[config.mk]
export PLATFORM = sky130hd
export DESIGN_NAME = lt24_pixel_writer
export DESIGN_NICKNAME = d
export VERILOG_FILES = /design/src/rtl/lt24_pixel_writer.sv
export SDC_FILE = /design/constraint.sdc
export NUM_CORES = 1
export LEC_CHECK = 0
export ABC_AREA = 1
export BUFFER_PORTS_ARGS = -buffer_cell sky130_fd_sc_hd__buf_2
export CAP_MARGIN = 10
export CORE_ASPECT_RATIO = 0.5
export CORE_MARGIN = 4
export CORE_UTILIZATION = 35
export CTS_CLUSTER_SIZE = 25
export DETAILED_ROUTE_END_ITERATION = 10
export RECOVER_POWER = 100
export SLEW_MARGIN = 15
export SYNTH_ARGS = -nofsm -noshare
export SYNTH_HDL_FRONTEND = slang
export SYNTH_SLANG_ARGS = --single-unit
[constraint.sdc]
create_clock -name clock -period 3.4 [get_ports clock]
set_input_delay 0.34 -clock clock [delete_from_list [all_inputs] [get_ports clock]]
set_output_delay 0.34 -clock clock [all_outputs]
set_load 0.01 [all_outputs]
[src/rtl/lt24_pixel_writer.sv]
// rtl/lt24_pixel_writer.sv - LT24 panel init sequencer and single-pixel 8080 bus writer (optional LT24_AUTOINC_EN)
module lt24_pixel_writer #(
    parameter int RST_CYCLES   = 4000,
    parameter int SLEEP_CYCLES = 6000000,
    parameter int WR_HALF      = 1
) (
    input  logic        clock,
    input  logic        globalReset,
    output logic        resetApp,
    input  logic [7:0]  xAddr,
    input  logic [8:0]  yAddr,
    input  logic [15:0] pixelData,
    input  logic        pixelWrite,
    output logic        pixelReady,
    output logic        LT24Wr_n,
    output logic        LT24Rd_n,
    output logic        LT24CS_n,
    output logic        LT24RS,
    output logic        LT24Reset_n,
    output logic        LT24LCDOn,
    output logic [15:0] LT24Data
);

    localparam logic [31:0] RST_LAST   = 32'(RST_CYCLES - 1);
    localparam logic [31:0] SLEEP_LAST = 32'(SLEEP_CYCLES - 1);
    localparam logic [31:0] HALF_LAST  = 32'(WR_HALF - 1);
    localparam logic [3:0]  PIX_WORD   = 4'd11;

    typedef enum logic [2:0] {
        ST_RST_LO, ST_RST_WAIT, ST_SLPOUT, ST_SLP_WAIT,
        ST_DISPON, ST_IDLE, ST_XFER, ST_DROP
    } state_t;

    // SETUP is the single clock between entering a bus state and the first Wr_n fall
    typedef enum logic [1:0] {PH_SETUP, PH_LOW, PH_HIGH} phase_t;

    state_t      state_q, state_d;
    phase_t      phase_q, phase_d;
    logic [31:0] cnt_q, cnt_d;
    logic [3:0]  word_q, word_d;
    logic        wr_n_q, wr_n_d;
    logic        rs_q, rs_d;
    logic [15:0] data_q, data_d;
    logic        reset_n_q, reset_n_d;
    logic        cs_n_q, cs_n_d;
    logic        lcd_on_q, lcd_on_d;
    logic        reset_app_q, reset_app_d;
    logic [7:0]  x_q, x_d;
    logic [8:0]  y_q, y_d;
    logic [15:0] pix_q, pix_d;

    logic        in_range;
    logic        is_cont;
    logic [3:0]  sel_idx;
    logic [16:0] bus_word;
    logic        word_last;
    logic        bus_done;

`ifdef LT24_AUTOINC_EN
    logic [7:0]  last_x_q, last_x_d;
    logic [8:0]  last_y_q, last_y_d;
    logic        cont_valid_q, cont_valid_d;

    assign is_cont = cont_valid_q && (yAddr == last_y_q)
                     && ({1'b0, xAddr} == ({1'b0, last_x_q} + 9'd1));
`else
    assign is_cont = 1'b0;
`endif

    assign in_range    = (xAddr <= 8'd239) && (yAddr <= 9'd319);
    assign pixelReady  = (state_q == ST_IDLE);
    assign resetApp    = reset_app_q;
    assign LT24Wr_n    = wr_n_q;
    assign LT24Rd_n    = 1'b1;
    assign LT24CS_n    = cs_n_q;
    assign LT24RS      = rs_q;
    assign LT24Reset_n = reset_n_q;
    assign LT24LCDOn   = lcd_on_q;
    assign LT24Data    = data_q;

    // {rs, data} for each of the 12 words of a full pixel write
    function automatic logic [16:0] xfer_word(input logic [3:0] idx, input logic [7:0] x,
                                              input logic [8:0] y, input logic [15:0] pix);
        case (idx)
            4'd0:    xfer_word = {1'b0, 16'h002A};
            4'd1:    xfer_word = {1'b1, 16'h0000};
            4'd2:    xfer_word = {1'b1, 8'h00, x};
            4'd3:    xfer_word = {1'b1, 16'h0000};
            4'd4:    xfer_word = {1'b1, 16'h00EF};
            4'd5:    xfer_word = {1'b0, 16'h002B};
            4'd6:    xfer_word = {1'b1, 15'h0000, y[8]};
            4'd7:    xfer_word = {1'b1, 8'h00, y[7:0]};
            4'd8:    xfer_word = {1'b1, 16'h0001};
            4'd9:    xfer_word = {1'b1, 16'h003F};
            4'd10:   xfer_word = {1'b0, 16'h002C};
            default: xfer_word = {1'b1, pix};
        endcase
    endfunction

    // Word source: fixed init commands, or the pixel table (looking one word ahead at the end of a high phase)
    always_comb begin
        sel_idx   = (phase_q == PH_HIGH) ? (word_q + 4'd1) : word_q;
        bus_word  = xfer_word(sel_idx, x_q, y_q, pix_q);
        word_last = (word_q == PIX_WORD);
        if (state_q == ST_SLPOUT) begin
            bus_word  = {1'b0, 16'h0011};
            word_last = 1'b1;
        end else if (state_q == ST_DISPON) begin
            bus_word  = {1'b0, 16'h0029};
            word_last = 1'b1;
        end
    end

    // Next-state logic: init sequence, handshake, and the shared Wr_n word engine
    always_comb begin
        state_d     = state_q;
        phase_d     = phase_q;
        cnt_d       = cnt_q;
        word_d      = word_q;
        wr_n_d      = wr_n_q;
        rs_d        = rs_q;
        data_d      = data_q;
        reset_n_d   = reset_n_q;
        cs_n_d      = cs_n_q;
        lcd_on_d    = lcd_on_q;
        reset_app_d = reset_app_q;
        x_d         = x_q;
        y_d         = y_q;
        pix_d       = pix_q;
        bus_done    = 1'b0;
`ifdef LT24_AUTOINC_EN
        last_x_d     = last_x_q;
        last_y_d     = last_y_q;
        cont_valid_d = cont_valid_q;
`endif

        if (state_q inside {ST_SLPOUT, ST_DISPON, ST_XFER}) begin
            case (phase_q)
                PH_SETUP: begin
                    wr_n_d         = 1'b0;
                    {rs_d, data_d} = bus_word;
                    phase_d        = PH_LOW;
                    cnt_d          = 32'd0;
                end
                PH_LOW: begin
                    if (cnt_q == HALF_LAST) begin
                        wr_n_d  = 1'b1;
                        phase_d = PH_HIGH;
                        cnt_d   = 32'd0;
                    end else begin
                        cnt_d = cnt_q + 32'd1;
                    end
                end
                PH_HIGH: begin
                    if (cnt_q == HALF_LAST) begin
                        cnt_d = 32'd0;
                        if (word_last) begin
                            bus_done = 1'b1;
                        end else begin
                            word_d         = word_q + 4'd1;
                            wr_n_d         = 1'b0;
                            {rs_d, data_d} = bus_word;
                            phase_d        = PH_LOW;
                        end
                    end else begin
                        cnt_d = cnt_q + 32'd1;
                    end
                end
                default: phase_d = PH_SETUP;
            endcase
        end

        case (state_q)
            ST_RST_LO: begin
                if (cnt_q == RST_LAST) begin
                    state_d   = ST_RST_WAIT;
                    cnt_d     = 32'd0;
                    reset_n_d = 1'b1;
                    cs_n_d    = 1'b0;
                end else begin
                    cnt_d = cnt_q + 32'd1;
                end
            end
            ST_RST_WAIT: begin
                if (cnt_q == RST_LAST) begin
                    state_d = ST_SLPOUT;
                    cnt_d   = 32'd0;
                    phase_d = PH_SETUP;
                end else begin
                    cnt_d = cnt_q + 32'd1;
                end
            end
            ST_SLPOUT: begin
                if (bus_done) state_d = ST_SLP_WAIT;
            end
            ST_SLP_WAIT: begin
                if (cnt_q == SLEEP_LAST) begin
                    state_d = ST_DISPON;
                    cnt_d   = 32'd0;
                    phase_d = PH_SETUP;
                end else begin
                    cnt_d = cnt_q + 32'd1;
                end
            end
            ST_DISPON: begin
                if (bus_done) begin
                    state_d     = ST_IDLE;
                    lcd_on_d    = 1'b1;
                    reset_app_d = 1'b0;
                end
            end
            ST_IDLE: begin
                if (pixelWrite) begin
                    x_d   = xAddr;
                    y_d   = yAddr;
                    pix_d = pixelData;
                    if (!in_range) begin
                        state_d = ST_DROP;
`ifdef LT24_AUTOINC_EN
                        cont_valid_d = 1'b0;
`endif
                    end else begin
                        state_d = ST_XFER;
                        phase_d = PH_SETUP;
                        cnt_d   = 32'd0;
                        word_d  = is_cont ? PIX_WORD : 4'd0;
                    end
                end
            end
            ST_XFER: begin
                if (bus_done) begin
                    state_d = ST_IDLE;
`ifdef LT24_AUTOINC_EN
                    last_x_d     = x_q;
                    last_y_d     = y_q;
                    cont_valid_d = 1'b1;
`endif
                end
            end
            ST_DROP: state_d = ST_IDLE;
            default: state_d = ST_RST_LO;
        endcase
    end

    // State and output registers; reset drops everything back to panel-reset values at once
    always_ff @(posedge clock or posedge globalReset) begin
        if (globalReset) begin
            state_q     <= ST_RST_LO;
            phase_q     <= PH_SETUP;
            cnt_q       <= 32'd0;
            word_q      <= 4'd0;
            wr_n_q      <= 1'b1;
            rs_q        <= 1'b1;
            data_q      <= 16'h0000;
            reset_n_q   <= 1'b0;
            cs_n_q      <= 1'b1;
            lcd_on_q    <= 1'b0;
            reset_app_q <= 1'b1;
            x_q         <= 8'd0;
            y_q         <= 9'd0;
            pix_q       <= 16'h0000;
`ifdef LT24_AUTOINC_EN
            last_x_q     <= 8'd0;
            last_y_q     <= 9'd0;
            cont_valid_q <= 1'b0;
`endif
        end else begin
            state_q     <= state_d;
            phase_q     <= phase_d;
            cnt_q       <= cnt_d;
            word_q      <= word_d;
            wr_n_q      <= wr_n_d;
            rs_q        <= rs_d;
            data_q      <= data_d;
            reset_n_q   <= reset_n_d;
            cs_n_q      <= cs_n_d;
            lcd_on_q    <= lcd_on_d;
            reset_app_q <= reset_app_d;
            x_q         <= x_d;
            y_q         <= y_d;
            pix_q       <= pix_d;
`ifdef LT24_AUTOINC_EN
            last_x_q     <= last_x_d;
            last_y_q     <= last_y_d;
            cont_valid_q <= cont_valid_d;
`endif
        end
    end

endmodule

# After elaboration in Yosys (flattened, before gate mapping)
# Index checks and enable logic that the tools add are counted.
# totals
mem_bits_ro	0
regBits	96
input_bits	36
latchBits	0
elab_cells	120
ram_bits	0
n_memories	0
output_inout_bits	24
# op_classes
eq_ne	31
n_reduce_logical	18
order_cmp	2
shifts	0
add_sub_neg	2
n_div	0
n_mux	53
n_bitwise	0
mul	0
# ops
cell	count
$mux W32	6
$pmux W17 S10	1
$pmux W32 S3	1
$pmux W32 S2	1
$mux W17	2
$add A32 B1 Y32 const B	1
$eq A32 B12 Y1 const B	1
$eq A32 B23 Y1 const B	1
$logic_not A32 Y1	1
$mux W16	2
$mux W4	8
$pmux W16 S2	1
$pmux W3 S7	1
$mux W3	6
$eq A4 B3 Y1 const B	4
$eq A4 B4 Y1 const B	4
$mux W2	8
$ne A2 B2 Y1 const B	7
$eq A3 B3 Y1 const B	4
$mux W1	12
$pmux W2 S3	2
$le A9 B9 Y1 const B	1
$eq A4 B2 Y1 const B	2
$le A8 B8 Y1 const B	1
20 further kinds	28

# Longest topological paths before layout
# Gate-level depths: netlist of the first run.
# logic_depth
word_depth	10
mapped_depth	17
depth_no_buf	15

# Least setup slack after synthesis of the first run
# Ideal clock, no wire load.
# synth_timing
path_type	flip-flop to flip-flop
start	reg phase_q[0]
end	reg data_q[3], in the netlist LT24Data[3]
t_required_ns	3.283
path_slack_ns	1.446
setup_time_ns	0.117
stages_incl_launch_ff	16
path_buffers	1
arrival_time_ns	1.837
cell_sequence	dfrtp_1 > inv_1 > ha_1 > inv_1 > nand2_1 > nand2_2 > clkinv_2 > nor2_1 > nand3_1 > nand3_4 > nor2_4 > buf_6 > nand2_2 > nand2_1 > nand2_1 > nand2_1
# synth_via
elab_chain_len	10
elab_cells_between_ends	25
classes_between	eq/ne (13); mux (7); reduce/logical (5)
# synth_rtl
item	line_no	source
start: declaration	38	phase_t phase_q, phase_d;
start signal: assignment	269	phase_q <= phase_d;
$eq A2 B2 Y1	102, 138	
$mux W4	102	sel_idx = (phase_q == PH_HIGH) ? (word_q + 4'd1) : word_q;
$eq A4 B2 Y1 or $eq A4 B1 Y1 (tied branches)	84	case (idx)
$reduce_or A2 Y1 (no line)	-	
$pmux W17 S10	84	
$mux W17	108	end else if (state_q == ST_DISPON) begin
$mux W17	105	if (state_q == ST_SLPOUT) begin
$mux W16	157	if (word_last) begin
$mux W16	155	if (cnt_q == HALF_LAST) begin
$pmux W16 S2	138	case (phase_q)
end signal: assignment	274	data_q <= data_d;
end: declaration	43	logic [15:0] data_q, data_d;
# Parallel ways exist; a longest one is shown, timed or not. The select of a mux whose other input is x is not followed.
# A chain may end at the register's enable or synchronous reset.

# Worst setup path after layout of the first run
# layout_timing
start	reg phase_q[0]
end	reg data_q[13], in the netlist LT24Data[13]
# The elaborated chain is that of the path after synthesis.

==> results of run 1 <==
logic make-up after synthesis:
| kind of cell | count (synthesis) |
|---|---|
| buffers and inverters | 106 |
| other | 1 |
| adder cells (fa/ha/maj) | 7 |
| AND/OR/NAND/NOR | 416 |
| flip-flops | 96 |
| XOR/XNOR | 23 |
| AO/OA/AOI/OAI | 88 |
area by class of cell:
class / count / area share [%]
Multi-Input combinational cell: 535 / 42.9
Sequential cell: 96 / 38.8
Inverter: 87 / 5.30
Timing Repair Buffer: 61 / 4.49
Tap cell: 204 / 4.11
Clock buffer: 10 / 3.69
Clock inverter: 6 / 0.705
registers in the layout, summed over array words and instances (netlist names):
signal / cells
LT24Data: 16
x_q: 8
phase_q: 2
y_q: 9
pix_q: 16
LT24Reset_n: 1
cnt_q: 32
state_q: 3
LT24CS_n: 1
LT24Wr_n: 1
LT24LCDOn: 1
word_q: 4
resetApp: 1
LT24RS: 1
critical path, stage by stage (launching register included):
cell and delay, ps:
dfrtp_1 440, inv_1 130, ha_1 450, inv_1 170, nand2_1 90, nand2_1 140
clkinvlp_2 220, nor2_4 80, o21ai_2 180, nand3_1 150, nor2_4 310, nand2_1 190
o21ai_0 210
per-stage QoR:
step / power (uW) / instance area, um^2 / setup WS (ps) / utilization, % / cells
finish: 4480 / 6210 / 556 / 40.1 / 999
global route: 4870 / 6210 / 232 / 40.1 / 999
CTS: 4590 / 6300 / 705 / 40.7 / 999
detailed placement: 3620 / 6030 / 731 / 38.9 / 983
global placement: 3580 / 6030 / 827 / 38.9 / 983
floorplan: 3120 / 5570 / 561 / - / 737
path summary, 6_finish.rpt:
check	depth (start not counted)	startpoint	slack (ps)	endpoint
max	12	phase_q[0]	560	LT24Data[13]
min	3	pixelData[10]	190	pix_q[10]
max reg2reg	12	phase_q[0]	560	LT24Data[13]
min reg2reg	2	LT24CS_n	450	LT24CS_n
max in group asynchronous	3	globalReset	930	cnt_q[14]
min in group asynchronous	2	globalReset	690	LT24LCDOn
cells in the final DEF (no fill, tap or decap), types with 9 or more instances in the layout:
cell,netlist,routed
nand2_1,221,223
dfrtp_1,92,92
inv_1,71,73
nor2_1,56,62
nand3_1,54,57
o21ai_0,34,44
buf_2,11,38
clkbuf_1,2,22
nand4_1,21,21
xor2_1,21,21
o22ai_1,18,18
nor3_1,16,16
a21oi_1,13,13
inv_2,15,11
nand2_2,13,11
clkbuf_16,0,9
routing by layer:
metal	vias to the layer above	wire length, um
met5	-	0
met4	0	285
met3	20	453
met2	89	6310
met1	2241	6650
li1	2487	-
power breakdown:
part,internal [uW],switching [uW]
clock network,499,454
registers,1470,203
logic,565,1290
==> flow_metrics.py, run 1 <==
metrics = {
    "sta": {
        "slew_headroom_pct": -70.6,
        "fmax_mhz": 352,
        "min_period_ps": 2840,
        "drv_slew": 57,
        "finalSetupViolCount": 0,
        "fin_crit_sh_pct": 83.6,
        "final.setup.tns_ps": 0,
        "rsz0062_at_grt": "false",
        "finalHoldViolCount": 0,
        "whs_ps": 189,
        "worst_pin_slew_ps": 2550,
        "skew_ps": 9.25,
    },
    "global_routing": {
        "grt_first_pass_wirelength_mm": 23.3,
        "grt_pass1_vias": 4753,
        "met2_usage_pct": 25.7,
        "grt_max_degree": 57,
        "grt_use_met1_pct": 20.4,
        "grt_usage_pct": 15.5,
        "antenna_found_initial": 0,
        "grt_overflow": 0,
        "grt-busiest-layer": "met2",
        "grt.met3_usage_pct": 3.09,
    },
    "synth": {
        "synthMuxAreaShare_pct": 0,
        "ys_types": 42,
        "synth_compound_area_share_pct": 9.00,
        "synth_edf_count": 0,
        "synth_top_family_by_area": "simple AND/OR/NAND/NOR gates",
        "mappedNetlistArea_um2": 5570,
        "avgSynthCellArea_um2": 7.56,
        "synth-simple-area-share_pct": 34.5,
        "synthAdderAreaFrac_pct": 1.57,
        "synthTopCellsByCount": "nand2_1 (221), dfrtp_1 (92), inv_1 (71)",
        "async_flop_share_pct": 100,
        "ys_seq_elements": 96,
        "syn_nets": 780,
        "ys.flop_type": "dfrtp_1",
        "yosys.area.top_type": "dfrtp_1",
        "synthCells": 737,
        "yosysWarnings": 0,
        "synth_top_area_share_pct": 41.3,
        "synth_xor_area_share_pct": 3.61,
        "seq_area_frac_synth_pct": 43.2,
        "synth_area_leaders": "dfrtp_1 (41%), nand2_1 (15%), nand3_1 (4.8%), inv_1 (4.8%), nor2_1 (3.8%)",
        "synth_most_common_cell": "nand2_1",
    },
    "power": {
        "p_leak_uw": 0.00293,
        "ir_drop_uv": 293,
        "powerDensity_nw_per_um2": 722,
    },
    "floorplanning": {
        "die-area_um2": 18100,
        "core-area_um2": 15500,
        "io_pins": 60,
        "rows": 32,
        "die_w_um": 186,
        "fp.dieH_um": 97.2,
        "initial_core_util_pct": 36.0,
    },
    "route": {
        "drtAntennaViolNets": 0,
        "drt_pass1_iterations": 5,
        "drc": 0,
        "routed_wl_mm": 13.7,
        "wl_per_cell_um": 13.7,
        "route.vias.total": 4837,
        "viasPerCell": 4.84,
        "drt_iter0_markers": 257,
    },
    "cells_and_area": {
        "area_growth_pct": 11.5,
        "regArea_um2": 2410,
        "fill_cells": 1618,
        "diodes": 0,
        "layout-drive-gt1-share_pct": 13.3,
        "multiInputGateArea_um2": 2670,
        "final_nets": 833,
    },
    "clocking": {
        "insertion_delay_ps": 350,
        "post_cts_buffers": 0,
        "cts_buffers": 9,
        "postCtsHoldBufs": 0,
        "root_buffer": "clkbuf_16",
        "htreeDepth": 3,
        "ctsLongestPathBuffers": 2,
        "cts_tree": "built",
        "cts.clk_slew.worst_paths_ps": 70,
        "cts_resized": 0,
        "clkSinkCount": 96,
    },
    "min_path": {
        "hold_class": "in2reg",
    },
    "critical_path": {
        "path_max_fanout": 13,
        "critPathKind": "reg2reg",
        "cp.required_ps": 3660,
        "crit_arrival_ps": 3100,
        "endpoint_kind": "register",
        "cp-start-kind": "register",
    },
    "place": {
        "place_hpwl_mm": 10.1,
        "port_buffers": 58,
        "place_congestion": 0.922,
    },
    "outcome": {
        "outcome": "complete, but fails checks",
        "violations": "max-capacitance violations, max-slew violations",
    },
    "run": {
        "drv_cap": 1,
    },
}
No activity file was read; power rests on OpenSTA's default activity.
==> run 2: changes to the inputs <==
==> constraint.sdc (replaced) <==
create_clock -name clock -period 2.57 [get_ports clock]
set_input_delay 0.257 -clock clock [delete_from_list [all_inputs] [get_ports clock]]
set_output_delay 0.257 -clock clock [all_outputs]
set_load 0.01 [all_outputs]
==> run 2 against run 1 <==
Compared with the run above: the flow now finishes without violations; cell area is 1.6% higher; first-iteration DRC count is 46% higher; clock power is 40% higher; power is 35% higher; sequential cell count stayed put; sequential power is 32% higher; largest cell class unchanged.
==> flow_metrics.py, run 2 (same netlist as run 1, synthesis figures left out) <==
metrics = {
    "sta": {
        "drv_slew": 0,
        "final.setup.tns_ps": 0,
        "fin_crit_sh_pct": 89.2,
        "skew_ps": 11.6,
        "fmax_mhz": 436,
        "rsz0062_at_grt": "false",
        "min_period_ps": 2290,
        "whs_ps": 100,
        "worst_pin_slew_ps": 1140,
        "slew_headroom_pct": 23.3,
        "finalSetupViolCount": 0,
        "finalHoldViolCount": 0,
    },
    "clocking": {
        "post_cts_buffers": 0,
        "ctsLongestPathBuffers": 2,
        "insertion_delay_ps": 350,
        "cts.clk_slew.worst_paths_ps": 80,
        "htreeDepth": 3,
        "cts_buffers": 9,
        "clkSinkCount": 96,
        "cts_tree": "built",
        "root_buffer": "clkbuf_16",
    },
    "route": {
        "drt_iter0_markers": 375,
        "route.vias.total": 4837,
        "viasPerCell": 4.80,
        "drt_pass1_iterations": 5,
        "drc": 0,
        "routed_wl_mm": 13.7,
        "wl_per_cell_um": 13.6,
        "drtAntennaViolNets": 0,
    },
    "global_routing": {
        "grt.met3_usage_pct": 3.19,
        "grt-busiest-layer": "met2",
        "grt_usage_pct": 15.6,
        "grt_use_met1_pct": 21.0,
        "grt_pass1_vias": 4769,
        "grt_max_degree": 47,
        "met2_usage_pct": 26.4,
        "grt_first_pass_wirelength_mm": 23.6,
        "grt_overflow": 0,
        "antenna_found_initial": 0,
    },
    "floorplanning": {
        "die-area_um2": 18100,
        "rows": 32,
        "io_pins": 60,
        "fp.dieH_um": 97.2,
        "initial_core_util_pct": 36.0,
        "core-area_um2": 15500,
        "die_w_um": 186,
    },
    "outcome": {
        "outcome": "complete, no violations",
    },
    "cells_and_area": {
        "stdcell_area_um2": 6310,
        "layout_common_cells": "nand2_1 (225), dfrtp_1 (92), inv_1 (73)",
        "regMostFlops": "cnt_q",
        "final_common_cell": "nand2_1",
        "diodes": 0,
        "final_nets": 841,
        "layout-drive-gt1-share_pct": 14.7,
        "largest_register_ffs": 32,
        "area_growth_pct": 13.2,
    },
    "critical_path": {
        "cp-start-kind": "register",
        "path_max_fanout": 9,
        "crit_arrival_ps": 2560,
        "endpoint_kind": "register",
        "cp.required_ps": 2840,
        "crit_top_cell": "inv_1",
        "cp_slowest_cell": "dfrtp_1",
        "critPathKind": "reg2reg",
        "crit_path_max_incr_delay_ps": 460,
        "crit_chain": "inv_1 > nor2_1 > inv_1 > nor2_1 > inv_1 > o21ai_1 > inv_1 > nand3_2 > nand2_1 > inv_1 > nand2_1 > a21boi_1",
    },
    "power": {
        "powerDensity_nw_per_um2": 961,
        "p_leak_uw": 0.00300,
        "power_uw": 6060,
        "ir_drop_uv": 367,
    },
    "run": {
        "drv_cap": 0,
    },
    "place": {
        "place_hpwl_mm": 10.5,
        "dpl-instance-area_um2": 6090,
        "place_congestion": 0.880,
        "port_buffers": 58,
    },
    "min_path": {
        "hold_class": "in2reg",
    },
}
-- run 2: repair_timing --
item,CTS,global route
endpoints found under the setup margin,0,2
resized for setup,0,1
hold endpoints to repair,21,0
hold buffers,1,0
-- run 2: through the flow --
step	setup slack, ps	std cells	util (%)
2_1_floorplan	616	737	-
3_3_place_gp	346	990	39.3
3_5_place_dp	298	990	39.3
4_1_cts	285	1007	41.3
5_1_grt	52.8	1007	40.7
6_report	276	1007	40.7
-- run 2: cell type report --
type                       count  area (um^2)
clock buffer                   9          225
tap                          204          255
sequential                    96         2410
multi-input combinational    535         2690
timing repair buffer          69          339
inverter                      87          329
fill                        1593         9180
clock inverter                 7         67.6
-- run 2: path summary, 6_finish.rpt --
check	depth (start not counted)	startpoint	end	slack (ps)
setup / recovery	12	state_q[0]	cnt_q[31]	280
hold / removal	3	xAddr[1]	x_q[1]	100
setup reg to reg	12	state_q[0]	cnt_q[31]	280
hold reg to reg	2	LT24CS_n	LT24CS_n	450
max in group asynchronous	4	globalReset	word_q[0]	670
min in group asynchronous	3	globalReset	LT24Reset_n	670
-- run 2: layer usage --
layer	part of all wire [%]	vias to the layer above
li1	-	2505
met1	49	2232
met2	46	88
met3	3.2	12
met4	0.92	0
met5	0	-
-- run 2: report_power, final --
group / switching (uW) / internal, uW / total (uW) / leakage [uW]
Clock: 652 / 690 / 1340 / 0.000148
Combinational: 1700 / 813 / 2510 / 0.00160
Sequential: 266 / 1940 / 2210 / 0.00124
Total: 2620 / 3450 / 6060 / 0.00300
-- run 2: critical path: cells and delay by family, from the launching register on --
| family | cells | cell delay (ps) |
|---|---|---|
| AOI/OAI and AO/OA | 2 | 280 |
| buffers and inverters | 5 | 790 |
| DFF | 1 | 460 |
| and+or+nand+nor | 5 | 700 |
==> run 3: changes to the inputs <==
--- a/config.mk
+++ b/config.mk
@@ -8,11 +8,14 @@
 export ABC_AREA = 1
 export BUFFER_PORTS_ARGS = -buffer_cell sky130_fd_sc_hd__buf_2
 export CAP_MARGIN = 10
+export CELL_PAD_IN_SITES_DETAIL_PLACEMENT = 0
+export CELL_PAD_IN_SITES_GLOBAL_PLACEMENT = 1
 export CORE_ASPECT_RATIO = 0.5
 export CORE_MARGIN = 4
 export CORE_UTILIZATION = 35
 export CTS_CLUSTER_SIZE = 25
 export DETAILED_ROUTE_END_ITERATION = 10
+export PLACE_DENSITY_LB_ADDON = 0.1
 export RECOVER_POWER = 100
 export SLEW_MARGIN = 15
 export SYNTH_ARGS = -nofsm -noshare
==> run 3 against run 2 <==
Compared with the run above: final cell count down 0.20%; cell area grew 0.20%; critical path depth decreased by 1; hold slack improved by 3.4 ps; power grew 1.9%; register-to-register slack barely moved; sequential power about the same; setup slack lost 8.5 ps; critical path type unchanged; largest power group unchanged; highest routed layer unchanged.
==> flow_metrics.py, run 3 (same netlist as run 1, synthesis figures left out) <==
metrics = {
    "critical_path": {
        "r2r_start": "cnt_q[0]",
        "endpoint_kind": "register",
        "cp.required_ps": 2780,
        "cp_slowest_cell": "dfrtp_1",
        "timing.reg2reg.setup_slack_ps": 270,
        "r2r_end": "cnt_q[2]",
        "crit_top_cell": "nand2_1",
        "crit_arrival_ps": 2510,
        "path_max_fanout": 18,
        "critPathKind": "reg2reg",
        "cp-start-kind": "register",
        "r2r_cells": 11,
        "crit_path_max_incr_delay_ps": 390,
        "path_delay_family": "simple AND/OR/NAND/NOR gates",
        "cp.buffers_inverters": 2,
        "crit_chain": "ha_1 > nand2_1 > nor2_1 > nand4_1 > nor3_1 > nand3_1 > nand2_1 > nand3_4 > inv_2 > buf_12 > o22ai_1",
        "critPathLaunch": "cnt_q[0]",
    },
    "sta": {
        "final.setup.tns_ps": 0,
        "fin_ws_ps": 268,
        "fmax_mhz": 434,
        "fin_crit_sh_pct": 89.6,
        "drv_slew": 0,
        "skew_ps": 9.63,
        "min_period_ps": 2300,
        "worst_pin_slew_ps": 1350,
        "slew_headroom_pct": 10.0,
        "finalHoldViolCount": 0,
        "rsz0062_at_grt": "false",
        "finalSetupViolCount": 0,
    },
    "cells_and_area": {
        "final_nets": 839,
        "regMostFlops": "cnt_q",
        "layout_common_cells": "nand2_1 (222), dfrtp_1 (92), inv_1 (73)",
        "fill_cells": 1652,
        "multiInputGateArea_um2": 2690,
        "instances_no_fill": 1005,
        "regArea_um2": 2410,
        "layout-drive-gt1-share_pct": 14.7,
        "final_common_cell": "nand2_1",
        "area_growth_pct": 13.5,
        "largest_register_ffs": 32,
        "diodes": 0,
    },
    "clocking": {
        "cts_tree": "built",
        "ctsLongestPathBuffers": 2,
        "cts_resized": 0,
        "insertion_delay_ps": 350,
        "post_cts_buffers": 0,
        "cts.clk_slew.worst_paths_ps": 70,
        "root_buffer": "clkbuf_16",
        "postCtsHoldBufs": 0,
        "htreeDepth": 3,
        "clkSinkCount": 96,
        "cts_buffers": 9,
    },
    "floorplanning": {
        "rows": 32,
        "die_w_um": 186,
        "initial_core_util_pct": 36.0,
        "die-area_um2": 18100,
        "fp.dieH_um": 97.2,
        "core-area_um2": 15500,
        "io_pins": 60,
    },
    "power": {
        "p_leak_uw": 0.00299,
        "ir_drop_uv": 338,
        "powerDensity_nw_per_um2": 977,
    },
    "outcome": {
        "outcome": "complete, no violations",
    },
    "run": {
        "drv_cap": 0,
    },
    "route": {
        "viasPerCell": 4.77,
        "routed_wl_mm": 14.3,
        "route.vias.total": 4794,
        "drt_iter0_markers": 317,
        "drtAntennaViolNets": 0,
        "drc": 0,
        "wl_per_cell_um": 14.2,
        "drt_pass1_iterations": 4,
    },
    "global_routing": {
        "antenna_found_initial": 0,
        "grt_first_pass_wirelength_mm": 23.9,
        "grt_overflow": 0,
        "grt_pass1_vias": 4678,
        "grt_usage_pct": 16.1,
        "grt_max_degree": 97,
    },
    "place": {
        "numPlacedInstances": 989,
        "post-place-ws_ps": 266,
        "place_congestion": 0.836,
        "place_hpwl_mm": 10.6,
        "port_buffers": 58,
    },
    "min_path": {
        "holdPathStages": 3,
        "min_from": "xAddr[3]",
        "hold_class": "in2reg",
        "holdPathEnd": "x_q[3]",
    },
}
-- run 3: cell types whose count changed in the layout (fill, tap and decap cells not counted), sizes merged --
cell and change:
clkinvlp +1, bufinv +1, buf -2, dlygate4sd3 -1, inv -4, clkbuf +1
clkinv +2
-- run 3: cell type report --
cell class | instances | share of cell area [%]
Tap cell | 204 | 4.04
Sequential cell | 96 | 38.1
Multi-Input combinational cell | 535 | 42.6
Timing Repair Buffer | 67 | 5.24
Inverter | 87 | 5.24
Clock buffer | 9 | 3.56
Clock inverter | 7 | 1.27
-- run 3: routing by layer --
layer  up-vias  share of wire [%]  global-route usage [%]
met3        10                2.9                    3.09
met1      2217                 52                    22.9
li1       2501                  -                       -
met4         0               0.73                    3.07
met2        66                 45                    25.7
met5         -                  0                       0
-- run 3: where the power goes --
group | internal [uW] | leakage, uW | total [uW] | switching (uW)
logic | 823 | 0.00160 | 2560 | 1740
registers | 1940 | 0.00125 | 2230 | 286
clock network | 767 | 0.000148 | 1390 | 623
-- run 3: through the flow --
stage / power (uW) / hold WS (ps) / area (um^2) / util [%]
after floorplan: 4130 / 374 / 5580 / -
after detailed placement: 4930 / 442 / 6100 / 39.4
after global routing: 6710 / 100 / 6320 / 40.8
after global placement: 4930 / 443 / 6100 / 39.4
final: 6180 / 104 / 6320 / 40.8
after CTS: 6360 / 88.9 / 6400 / 41.3
-- run 3: tightest hold or removal path: stages --
cell and delay [ps]:
buf_2 70, nand2_1 40, nand2_1 50
-- run 3: worst max path at each step --
stage          cells after the start           end  slack, ps
6_report                          11      cnt_q[2]        270
5_1_grt                           11  LT24Data[13]         60
4_1_cts                           14   LT24Data[5]        240
3_5_place_dp                      14   LT24Data[3]        270
3_3_place_gp                      14   LT24Data[7]        320
2_1_floorplan                     15   LT24Data[3]        620
